--- src/rtl/pipe_pkg.sv ---
// Shared constants, ID/EX record and small decode helpers for the decode stage.
// Record field widths follow the P_* constants, so top-level parameters must match them.
package pipe_pkg;

   localparam int P_XLEN  = 32;
   localparam int P_PC_W  = 13;
   localparam int P_RA_W  = 5;
   localparam int P_ALU_W = 4;

   localparam logic [6:0] OP_R      = 7'b0110011;
   localparam logic [6:0] OP_I      = 7'b0010011;
   localparam logic [6:0] OP_LOAD   = 7'b0000011;
   localparam logic [6:0] OP_STORE  = 7'b0100011;
   localparam logic [6:0] OP_BRANCH = 7'b1100011;
   localparam logic [6:0] OP_JAL    = 7'b1101111;
   localparam logic [6:0] OP_JALR   = 7'b1100111;
   localparam logic [6:0] OP_LUI    = 7'b0110111;
   localparam logic [6:0] OP_AUIPC  = 7'b0010111;

   localparam logic [1:0] WB_SEL_ALU  = 2'b00;
   localparam logic [1:0] WB_SEL_LOAD = 2'b01;
   localparam logic [1:0] WB_SEL_PC4  = 2'b10;

   localparam logic [P_ALU_W-1:0] ALU_ADD   = 4'd0;
   localparam logic [P_ALU_W-1:0] ALU_SUB   = 4'd1;
   localparam logic [P_ALU_W-1:0] ALU_AND   = 4'd2;
   localparam logic [P_ALU_W-1:0] ALU_OR    = 4'd3;
   localparam logic [P_ALU_W-1:0] ALU_XOR   = 4'd4;
   localparam logic [P_ALU_W-1:0] ALU_SLL   = 4'd5;
   localparam logic [P_ALU_W-1:0] ALU_SRL   = 4'd6;
   localparam logic [P_ALU_W-1:0] ALU_SRA   = 4'd7;
   localparam logic [P_ALU_W-1:0] ALU_SLT   = 4'd8;
   localparam logic [P_ALU_W-1:0] ALU_SLTU  = 4'd9;
   localparam logic [P_ALU_W-1:0] ALU_PASSB = 4'd10;

   typedef struct packed {
      logic                 valid;
      logic                 reg_write;
      logic                 mem_write;
      logic                 br;
      logic                 jump;
      logic                 op_b_sel;
      logic [P_ALU_W-1:0]   alu_ctrl;
      logic [1:0]           result_src;
      logic [P_XLEN-1:0]    rs1;
      logic [P_XLEN-1:0]    rs2;
      logic [P_XLEN-1:0]    imm;
      logic [P_RA_W-1:0]    rd_addr;
      logic [P_RA_W-1:0]    rs1_addr;
      logic [P_RA_W-1:0]    rs2_addr;
      logic [P_PC_W-1:0]    pc;
      logic [P_PC_W-1:0]    pc4;
   } id_ex_t;

   localparam id_ex_t ID_EX_BUBBLE = '0;

   function automatic logic uses_rs1(input logic [6:0] op);
      return !(op == OP_LUI || op == OP_AUIPC || op == OP_JAL);
   endfunction

   function automatic logic uses_rs2(input logic [6:0] op);
      return (op == OP_R || op == OP_STORE || op == OP_BRANCH);
   endfunction

   // funct7 bit 5 selects SUB only for register-register ops; for shifts it always selects SRA.
   function automatic logic [P_ALU_W-1:0] alu_sel(input logic [2:0] f3, input logic f7b5,
                                                  input logic is_r);
      logic [P_ALU_W-1:0] sel;
      case (f3)
         3'b000:  sel = (is_r && f7b5) ? ALU_SUB : ALU_ADD;
         3'b001:  sel = ALU_SLL;
         3'b010:  sel = ALU_SLT;
         3'b011:  sel = ALU_SLTU;
         3'b100:  sel = ALU_XOR;
         3'b101:  sel = f7b5 ? ALU_SRA : ALU_SRL;
         3'b110:  sel = ALU_OR;
         default: sel = ALU_AND;
      endcase
      return sel;
   endfunction

endpackage

--- src/rtl/ctrl_unit.sv ---
// Main decoder: opcode/funct fields to pipeline control signals.
module ctrl_unit
   import pipe_pkg::*;
(
   input  logic [6:0]         op_i,
   input  logic [2:0]         funct3_i,
   input  logic               funct7b5_i,
   output logic               reg_write_o,
   output logic               mem_write_o,
   output logic               branch_o,
   output logic               jump_o,
   output logic               alu_src_o,
   output logic [1:0]         result_src_o,
   output logic [P_ALU_W-1:0] alu_ctrl_o
);

   always_comb begin
      reg_write_o  = 1'b0;
      mem_write_o  = 1'b0;
      branch_o     = 1'b0;
      jump_o       = 1'b0;
      alu_src_o    = 1'b0;
      result_src_o = WB_SEL_ALU;
      alu_ctrl_o   = ALU_ADD;
      case (op_i)
         OP_R: begin
            reg_write_o = 1'b1;
            alu_ctrl_o  = alu_sel(funct3_i, funct7b5_i, 1'b1);
         end
         OP_I: begin
            reg_write_o = 1'b1;
            alu_src_o   = 1'b1;
            alu_ctrl_o  = alu_sel(funct3_i, funct7b5_i, 1'b0);
         end
         OP_LOAD: begin
            reg_write_o  = 1'b1;
            alu_src_o    = 1'b1;
            result_src_o = WB_SEL_LOAD;
         end
         OP_STORE: begin
            mem_write_o = 1'b1;
            alu_src_o   = 1'b1;
         end
         OP_BRANCH: begin
            branch_o   = 1'b1;
            alu_ctrl_o = (funct3_i[2:1] == 2'b00) ? ALU_SUB :
                         funct3_i[1]              ? ALU_SLTU : ALU_SLT;
         end
         OP_JAL: begin
            reg_write_o  = 1'b1;
            jump_o       = 1'b1;
            result_src_o = WB_SEL_PC4;
         end
         OP_JALR: begin
            reg_write_o  = 1'b1;
            jump_o       = 1'b1;
            alu_src_o    = 1'b1;
            result_src_o = WB_SEL_PC4;
         end
         OP_LUI: begin
            reg_write_o = 1'b1;
            alu_src_o   = 1'b1;
            alu_ctrl_o  = ALU_PASSB;
         end
         OP_AUIPC: begin
            reg_write_o = 1'b1;
            alu_src_o   = 1'b1;
         end
         default: ;
      endcase
   end

endmodule

--- src/rtl/decode_stage_pipe_regfile.sv ---
// 2-read/1-write register file with x0 tied to zero and same-cycle write-through to both read ports.
module regfile_wt #(
   parameter int XLEN = 32,
   parameter int RA_W = 5
) (
   input  logic            clk,
   input  logic            rst,
   input  logic [RA_W-1:0] ra1_i,
   input  logic [RA_W-1:0] ra2_i,
   output logic [XLEN-1:0] rd1_o,
   output logic [XLEN-1:0] rd2_o,
   input  logic            we_i,
   input  logic [RA_W-1:0] wa_i,
   input  logic [XLEN-1:0] wd_i
);

   localparam int NREG = 2 ** RA_W;

   logic [XLEN-1:0] mem_q [NREG];
   logic            wr_en;

   assign wr_en = we_i && (wa_i != '0);

   always_ff @(posedge clk or posedge rst) begin
      if (rst) begin
         for (int i = 0; i < NREG; i++) mem_q[i] <= '0;
      end else if (wr_en) begin
         mem_q[wa_i] <= wd_i;
      end
   end

   assign rd1_o = (ra1_i == '0)                 ? '0   :
                  (wr_en && (wa_i == ra1_i))    ? wd_i : mem_q[ra1_i];
   assign rd2_o = (ra2_i == '0)                 ? '0   :
                  (wr_en && (wa_i == ra2_i))    ? wd_i : mem_q[ra2_i];

endmodule

--- src/rtl/immediate_generator.sv ---
// Extracts and sign-extends the immediate for each instruction format, chosen by opcode.
module immediate_generator
   import pipe_pkg::*;
#(
   parameter int XLEN = 32
) (
   input  logic [31:0]     instr_i,
   output logic [XLEN-1:0] imm_o
);

   logic [31:0] imm32;

   always_comb begin
      imm32 = '0;
      case (instr_i[6:0])
         OP_I, OP_LOAD, OP_JALR:
            imm32 = {{20{instr_i[31]}}, instr_i[31:20]};
         OP_STORE:
            imm32 = {{20{instr_i[31]}}, instr_i[31:25], instr_i[11:7]};
         OP_BRANCH:
            imm32 = {{20{instr_i[31]}}, instr_i[7], instr_i[30:25], instr_i[11:8], 1'b0};
         OP_JAL:
            imm32 = {{12{instr_i[31]}}, instr_i[19:12], instr_i[20], instr_i[30:21], 1'b0};
         OP_LUI, OP_AUIPC:
            imm32 = {instr_i[31:12], 12'b0};
         default:
            imm32 = '0;
      endcase
   end

   assign imm_o = XLEN'(signed'(imm32));

endmodule

--- src/rtl/decode_stage_pipe.sv ---
// ID stage: decode, register read with WB bypass, load-use detection and the ID/EX register.
// Flush beats downstream stall, which beats the load-use bubble.
module decode_stage_pipe
   import pipe_pkg::*;
#(
   parameter int XLEN  = 32,
   parameter int PC_W  = 13,
   parameter int RA_W  = 5,
   parameter int ALU_W = 4
) (
   input  logic             clk,
   input  logic             rst,
   input  logic [XLEN-1:0]  InstrD,
   input  logic             valid_D,
   input  logic [PC_W-1:0]  PCD,
   input  logic [PC_W-1:0]  PCPlus4D,
   input  logic             RegWriteW,
   input  logic [RA_W-1:0]  rd_addr_W,
   input  logic [XLEN-1:0]  ResultW,
   input  logic             stall_i,
   input  logic             flush_i,
   output logic             stall_D_o,
   output logic             valid_E,
   output logic             RegWriteE,
   output logic             MemWriteE,
   output logic             BrE,
   output logic             JumpE,
   output logic             op_b_sel_E,
   output logic [ALU_W-1:0] ALUControlE,
   output logic [1:0]       ResultSrcE,
   output logic [XLEN-1:0]  rs1_E,
   output logic [XLEN-1:0]  rs2_E,
   output logic [XLEN-1:0]  immOut_E,
   output logic [RA_W-1:0]  rd_addr_E,
   output logic [RA_W-1:0]  rs1_addr_E,
   output logic [RA_W-1:0]  rs2_addr_E,
   output logic [PC_W-1:0]  PCE,
   output logic [PC_W-1:0]  PCPlus4E,
   output logic [RA_W-1:0]  rs1_addr_D_out,
   output logic [RA_W-1:0]  rs2_addr_D_out
);

   id_ex_t ex_q, ex_d, dec;

   logic [6:0]         opcode;
   logic [XLEN-1:0]    rf_rd1, rf_rd2, imm_w;
   logic               c_reg_write, c_mem_write, c_branch, c_jump, c_alu_src;
   logic [1:0]         c_result_src;
   logic [P_ALU_W-1:0] c_alu_ctrl;
   logic               lu;

   assign opcode         = InstrD[6:0];
   assign rs1_addr_D_out = InstrD[15 +: RA_W];
   assign rs2_addr_D_out = InstrD[20 +: RA_W];

   regfile_wt #(
      .XLEN (XLEN),
      .RA_W (RA_W)
   ) u_regfile (
      .clk   (clk),
      .rst   (rst),
      .ra1_i (rs1_addr_D_out),
      .ra2_i (rs2_addr_D_out),
      .rd1_o (rf_rd1),
      .rd2_o (rf_rd2),
      .we_i  (RegWriteW),
      .wa_i  (rd_addr_W),
      .wd_i  (ResultW)
   );

   ctrl_unit u_ctrl (
      .op_i         (opcode),
      .funct3_i     (InstrD[14:12]),
      .funct7b5_i   (InstrD[30]),
      .reg_write_o  (c_reg_write),
      .mem_write_o  (c_mem_write),
      .branch_o     (c_branch),
      .jump_o       (c_jump),
      .alu_src_o    (c_alu_src),
      .result_src_o (c_result_src),
      .alu_ctrl_o   (c_alu_ctrl)
   );

   immediate_generator #(
      .XLEN (XLEN)
   ) u_immgen (
      .instr_i (InstrD[31:0]),
      .imm_o   (imm_w)
   );

   // An empty ID slot still carries its decoded fields, but can never write or redirect.
   always_comb begin
      dec            = ID_EX_BUBBLE;
      dec.valid      = valid_D;
      dec.reg_write  = valid_D & c_reg_write;
      dec.mem_write  = valid_D & c_mem_write;
      dec.br         = valid_D & c_branch;
      dec.jump       = valid_D & c_jump;
      dec.op_b_sel   = c_alu_src;
      dec.alu_ctrl   = c_alu_ctrl;
      dec.result_src = c_result_src;
      dec.rs1        = rf_rd1;
      dec.rs2        = rf_rd2;
      dec.imm        = imm_w;
      dec.rd_addr    = InstrD[7 +: RA_W];
      dec.rs1_addr   = rs1_addr_D_out;
      dec.rs2_addr   = rs2_addr_D_out;
      dec.pc         = PCD;
      dec.pc4        = PCPlus4D;
   end

   assign lu = valid_D & ex_q.valid & ex_q.reg_write &
               (ex_q.result_src == WB_SEL_LOAD) & (ex_q.rd_addr != '0) &
               ((uses_rs1(opcode) & (rs1_addr_D_out == ex_q.rd_addr)) |
                (uses_rs2(opcode) & (rs2_addr_D_out == ex_q.rd_addr)));

   assign stall_D_o = ~flush_i & (stall_i | lu);

   always_comb begin
      ex_d = ex_q;
      if (flush_i) begin
         ex_d = ID_EX_BUBBLE;
      end else if (stall_i) begin
         ex_d = ex_q;
      end else if (lu) begin
         ex_d = ID_EX_BUBBLE;
      end else begin
         ex_d = dec;
      end
   end

   always_ff @(posedge clk or posedge rst) begin
      if (rst) ex_q <= ID_EX_BUBBLE;
      else     ex_q <= ex_d;
   end

   assign valid_E     = ex_q.valid;
   assign RegWriteE   = ex_q.reg_write;
   assign MemWriteE   = ex_q.mem_write;
   assign BrE         = ex_q.br;
   assign JumpE       = ex_q.jump;
   assign op_b_sel_E  = ex_q.op_b_sel;
   assign ALUControlE = ex_q.alu_ctrl;
   assign ResultSrcE  = ex_q.result_src;
   assign rs1_E       = ex_q.rs1;
   assign rs2_E       = ex_q.rs2;
   assign immOut_E    = ex_q.imm;
   assign rd_addr_E   = ex_q.rd_addr;
   assign rs1_addr_E  = ex_q.rs1_addr;
   assign rs2_addr_E  = ex_q.rs2_addr;
   assign PCE         = ex_q.pc;
   assign PCPlus4E    = ex_q.pc4;

endmodule

--- config.mk ---
export PLATFORM = sky130hd
export DESIGN_NAME = decode_stage_pipe
export DESIGN_NICKNAME = d
export VERILOG_FILES = /design/src/rtl/pipe_pkg.sv /design/src/rtl/ctrl_unit.sv /design/src/rtl/decode_stage_pipe_regfile.sv /design/src/rtl/immediate_generator.sv /design/src/rtl/decode_stage_pipe.sv
export SDC_FILE = /design/constraint.sdc
export NUM_CORES = 2
export LEC_CHECK = 0
export CAP_MARGIN = 20
export CORE_MARGIN = 5
export CORE_UTILIZATION = 52
export CTS_CLUSTER_DIAMETER = 40
export CTS_CLUSTER_SIZE = 28
export DETAILED_ROUTE_END_ITERATION = 10
export PLACE_DENSITY_LB_ADDON = 0.1
export SYNTH_ARGS = -nofsm -noshare
export SYNTH_HDL_FRONTEND = slang
export SYNTH_SLANG_ARGS = --single-unit
--- constraint.sdc ---
create_clock -name clk -period 48.2 [get_ports clk]
set_input_delay 7.23 -clock clk [delete_from_list [all_inputs] [get_ports clk]]
set_output_delay 7.23 -clock clk [all_outputs]
set_load 0.05 [all_outputs]
==> impl_metrics.json <==
{
  "met2_length_mm": 96.0,
  "crit_type": "primary input to output pin",
  "clock_skew_ps": 28.3,
  "ys_ff_latch": 1173,
  "floorplan.initialDensity_pct": 52.3,
  "row_count": 123,
  "antenna_found_initial": 10,
  "fp.dieW_um": 346,
  "p_per_area_nw_per_um2": 45.1,
  "grt_max_degree": 181,
  "wl_met1_mm": 80.1,
  "drv_slew": 0,
  "overflow": 0,
  "setup_slack_ps": 30760,
  "p_leak_nw": 29.6,
  "dp.cells": 6183,
  "reg2reg_from": "rd_addr_E[1]",
  "setup.worst_path.start": "InstrD[6]",
  "first_pass_iters": 6,
  "synth_seq_area_share_pct": 50.0,
  "cp.depth": 7,
  "fin_crit_sh_pct": 36.2,
  "pin_count": 261,
  "path_buf_inv": 2,
  "top_layer": "met4",
  "drt_iter0_drc": 4367,
  "worst_pin_slew_ps": 1140,
  "cap_violations": 0,
  "reg2regPathDepth": 8,
  "synth_area_um2": 58700,
  "slowest_stage": "clkdlybuf4s50_1",
  "numPortBuffers": 260,
  "fin_area_um2": 68000,
  "grt_pass1_vias": 42300,
  "clk_pin_slew_ps": 50,
  "via_count": 42400,
  "worstSetupStartpointType": "primary input",
  "syn_area_per_cell_um2": 12.1,
  "nNetsFinal": 4952,
  "rrSetupSlack_ps": 44710,
  "areaGrowthSynthToFinish_pct": 15.8,
  "crit_end": "stall_D_o",
  "ir_worst_vdd_v": 0.0000347,
  "ctsHoldBuffers": 0,
  "wl_mm": 203,
  "crit_chain": "clkdlybuf4s50_1 > nor2b_1 > and3_1 > a21oi_1 > a21oi_1 > nor2_1 > clkdlybuf4s50_1",
  "cts_buffers": 165,
  "die_area_um2": 120000,
  "post_drt_wl_per_cell_um": 31.2,
  "async_flop_share_pct": 100,
  "insertion_delay_ps": 780,
  "worstPathMaxFanout": 16,
  "postPlaceCellArea_um2": 62100,
  "min_path_type": "flip-flop to flip-flop",
  "place.gp.congestion": 0.841,
  "hpwl_mm": 110,
  "ys.flop_type": "dfrtp_1",
  "fmax_ghz": 0.0573,
  "core_um2": 112000,
  "synth-edff-count": 0,
  "grtUsageTotal_pct": 33.6,
  "wl_met3_mm": 16.0,
  "yosysWarnings": 0,
  "r2r-end": "rs2_E[14]",
  "setup_viol": 0,
  "synth_cells": 4865,
  "cts.sinks": 1173,
  "cp.required_ps": 40970,
  "cts-root-buf": "clkbuf_16",
  "crit_path_max_incr_delay_ps": 820,
  "die_h_um": 346,
  "cts_buffer_depth": 3,
  "hold_viol_final": 0,
  "relSlewSlack_pct": 23.8,
  "syn-num-nets": 4966,
  "via_per_inst": 6.52,
  "post_cts_buffers": 0,
  "cp_top_family": "buffers and inverters",
  "setup_tns_ps": 0,
  "synth_cell_type_count": 61,
  "cts_tree": "yes",
  "status": "finished clean",
  "htree_levels": 4,
  "post_cts_resized": 0,
  "period_minus_slack_ps": 17440,
  "preCtsSetupSlack_ps": 30780,
  "rsz0062_at_grt": "false",
  "grt_pass1_wl_mm": 297,
  "drive_above_1_share_pct": 26.0,
  "critPathCaptureType": "output pin",
  "ant_nets": 0,
  "final_cells": 6502,
  "drcViolationCount": 0,
  "critPathArrivalTime_ps": 10210
}
worst min-delay path by stage:
stage / from / end / slack [ps] / cells past startpoint
2_1_floorplan: u_regfile.mem_q[1000] / u_regfile.mem_q[1000] / 440 / 1
4_1_cts: u_regfile.mem_q[1019] / u_regfile.mem_q[1019] / 400 / 0
6_report: u_regfile.mem_q[1019] / u_regfile.mem_q[1019] / 400 / 0
3_3_place_gp: u_regfile.mem_q[1022] / u_regfile.mem_q[1022] / 380 / 0
3_5_place_dp: u_regfile.mem_q[1016] / u_regfile.mem_q[1016] / 380 / 0
5_1_grt: u_regfile.mem_q[1016] / u_regfile.mem_q[1016] / 400 / 0
worst register-to-register path, stage by stage (launching register included):
cell and delay [ps]:
dfrtp_1 440, or4_1 570, o211a_1 250, a31o_2 250, a211oi_4 150, buf_4 580, o311ai_4 470, buf_4 440
o21ai_0 270
placed cells by master, fill, tap and decap left out, types with 56 or more instances in the layout:
master,instances
a21oi_1,56
nand2_1,725
clkdlybuf4s50_1,252
mux2_2,430
clkbuf_16,167
mux4_2,416
a22oi_1,133
o21ai_0,651
buf_4,86
dfrtp_1,1173
o22ai_1,132
mux2i_1,243
logic make-up after synthesis:
| kind of cell | Yosys count | synth area share, % |
|---|---|---|
| xor gates and xnor gates | 20 | 0.298 |
| AOI/OAI and AO/OA | 1099 | 11.0 |
| muxes | 1089 | 28.3 |
| DFF | 1173 | 50.0 |
| and+or+nand+nor | 918 | 6.47 |
| buffers and inverters | 566 | 3.95 |
power by group:
part / leakage [nW] / switching (mW) / internal, mW
sequential: 15.3 / 0.123 / 1.15
combinational: 11.4 / 0.242 / 0.256
clock: 2.85 / 0.490 / 0.806
flip-flops by register name (all words and copies together) (netlist names):
register / cells
ResultSrcE: 2
rs2_E: 32
JumpE: 1
ALUControlE: 4
rs1_addr_E: 5
rd_addr_E: 5
MemWriteE: 1
u_regfile.mem_q: 1024
op_b_sel_E: 1
BrE: 1
RegWriteE: 1
PCE: 13
valid_E: 1
PCPlus4E: 13
rs2_addr_E: 5
immOut_E: 32
rs1_E: 32
cells in the mapped netlist (2+ instances only):
cell / number / share of area (%)
buf_1: 19 / 0.12
nor2_1: 56 / 0.36
xor2_1: 10 / 0.15
or3b_2: 2 / 0.030
o22ai_1: 132 / 1.4
a32o_1: 8 / 0.14
nand2b_1: 4 / 0.043
xnor2_1: 10 / 0.15
nand4b_1: 2 / 0.030
o31ai_1: 2 / 0.026
nor2b_1: 9 / 0.096
clkbuf_1: 400 / 2.6
buf_6: 3 / 0.058
nand2_1: 743 / 4.7
buf_4: 13 / 0.17
nor3_1: 26 / 0.22
and3b_1: 2 / 0.030
and2_1: 3 / 0.032
a22oi_1: 133 / 1.7
nor3b_1: 3 / 0.038
inv_1: 33 / 0.21
mux4_2: 416 / 16
mux2i_1: 243 / 4.1
and4_1: 2 / 0.030
o21ai_1: 22 / 0.19
or3_1: 3 / 0.032
nand4_1: 26 / 0.28
mux2_2: 430 / 8.2
o21ai_0: 651 / 5.5
a22o_1: 51 / 0.76
a21oi_1: 56 / 0.48
nand3b_1: 9 / 0.12
dfrtp_1: 1173 / 50
nor4bb_1: 3 / 0.051
and3_1: 2 / 0.021
o221ai_1: 31 / 0.46
nand3_1: 8 / 0.068
buf_2: 98 / 0.84
and4b_1: 5 / 0.085
nor4_1: 2 / 0.021
cell type report:
class	instances	area (um2)
Fill cell	9134	44400
Sequential cell	1173	29400
Multi-Input combinational cell	3126	27300
Clock buffer	201	4480
Timing Repair Buffer	352	3380
Tap cell	1500	1880
Clock inverter	109	1420
Inverter	33	131
Antenna cell	8	20.0
per-stage QoR:
step	total power [mW]	util [%]	hold WS, ps
after CTS	3.08	60.5	396
after floorplan	1.63	-	441
final	3.07	60.5	396
after detailed placement	1.78	55.2	382
after global placement	1.76	55.2	377
after global routing	3.18	60.5	402
metal layers:
layer / vias up / GRT usage [%]
li1: 18000 / -
met1: 22000 / 45.2
met2: 1940 / 53.4
met3: 535 / 6.35
met4: 0 / 16.1
met5: - / 0
Note: power is estimated with default switching activity, not from simulation.
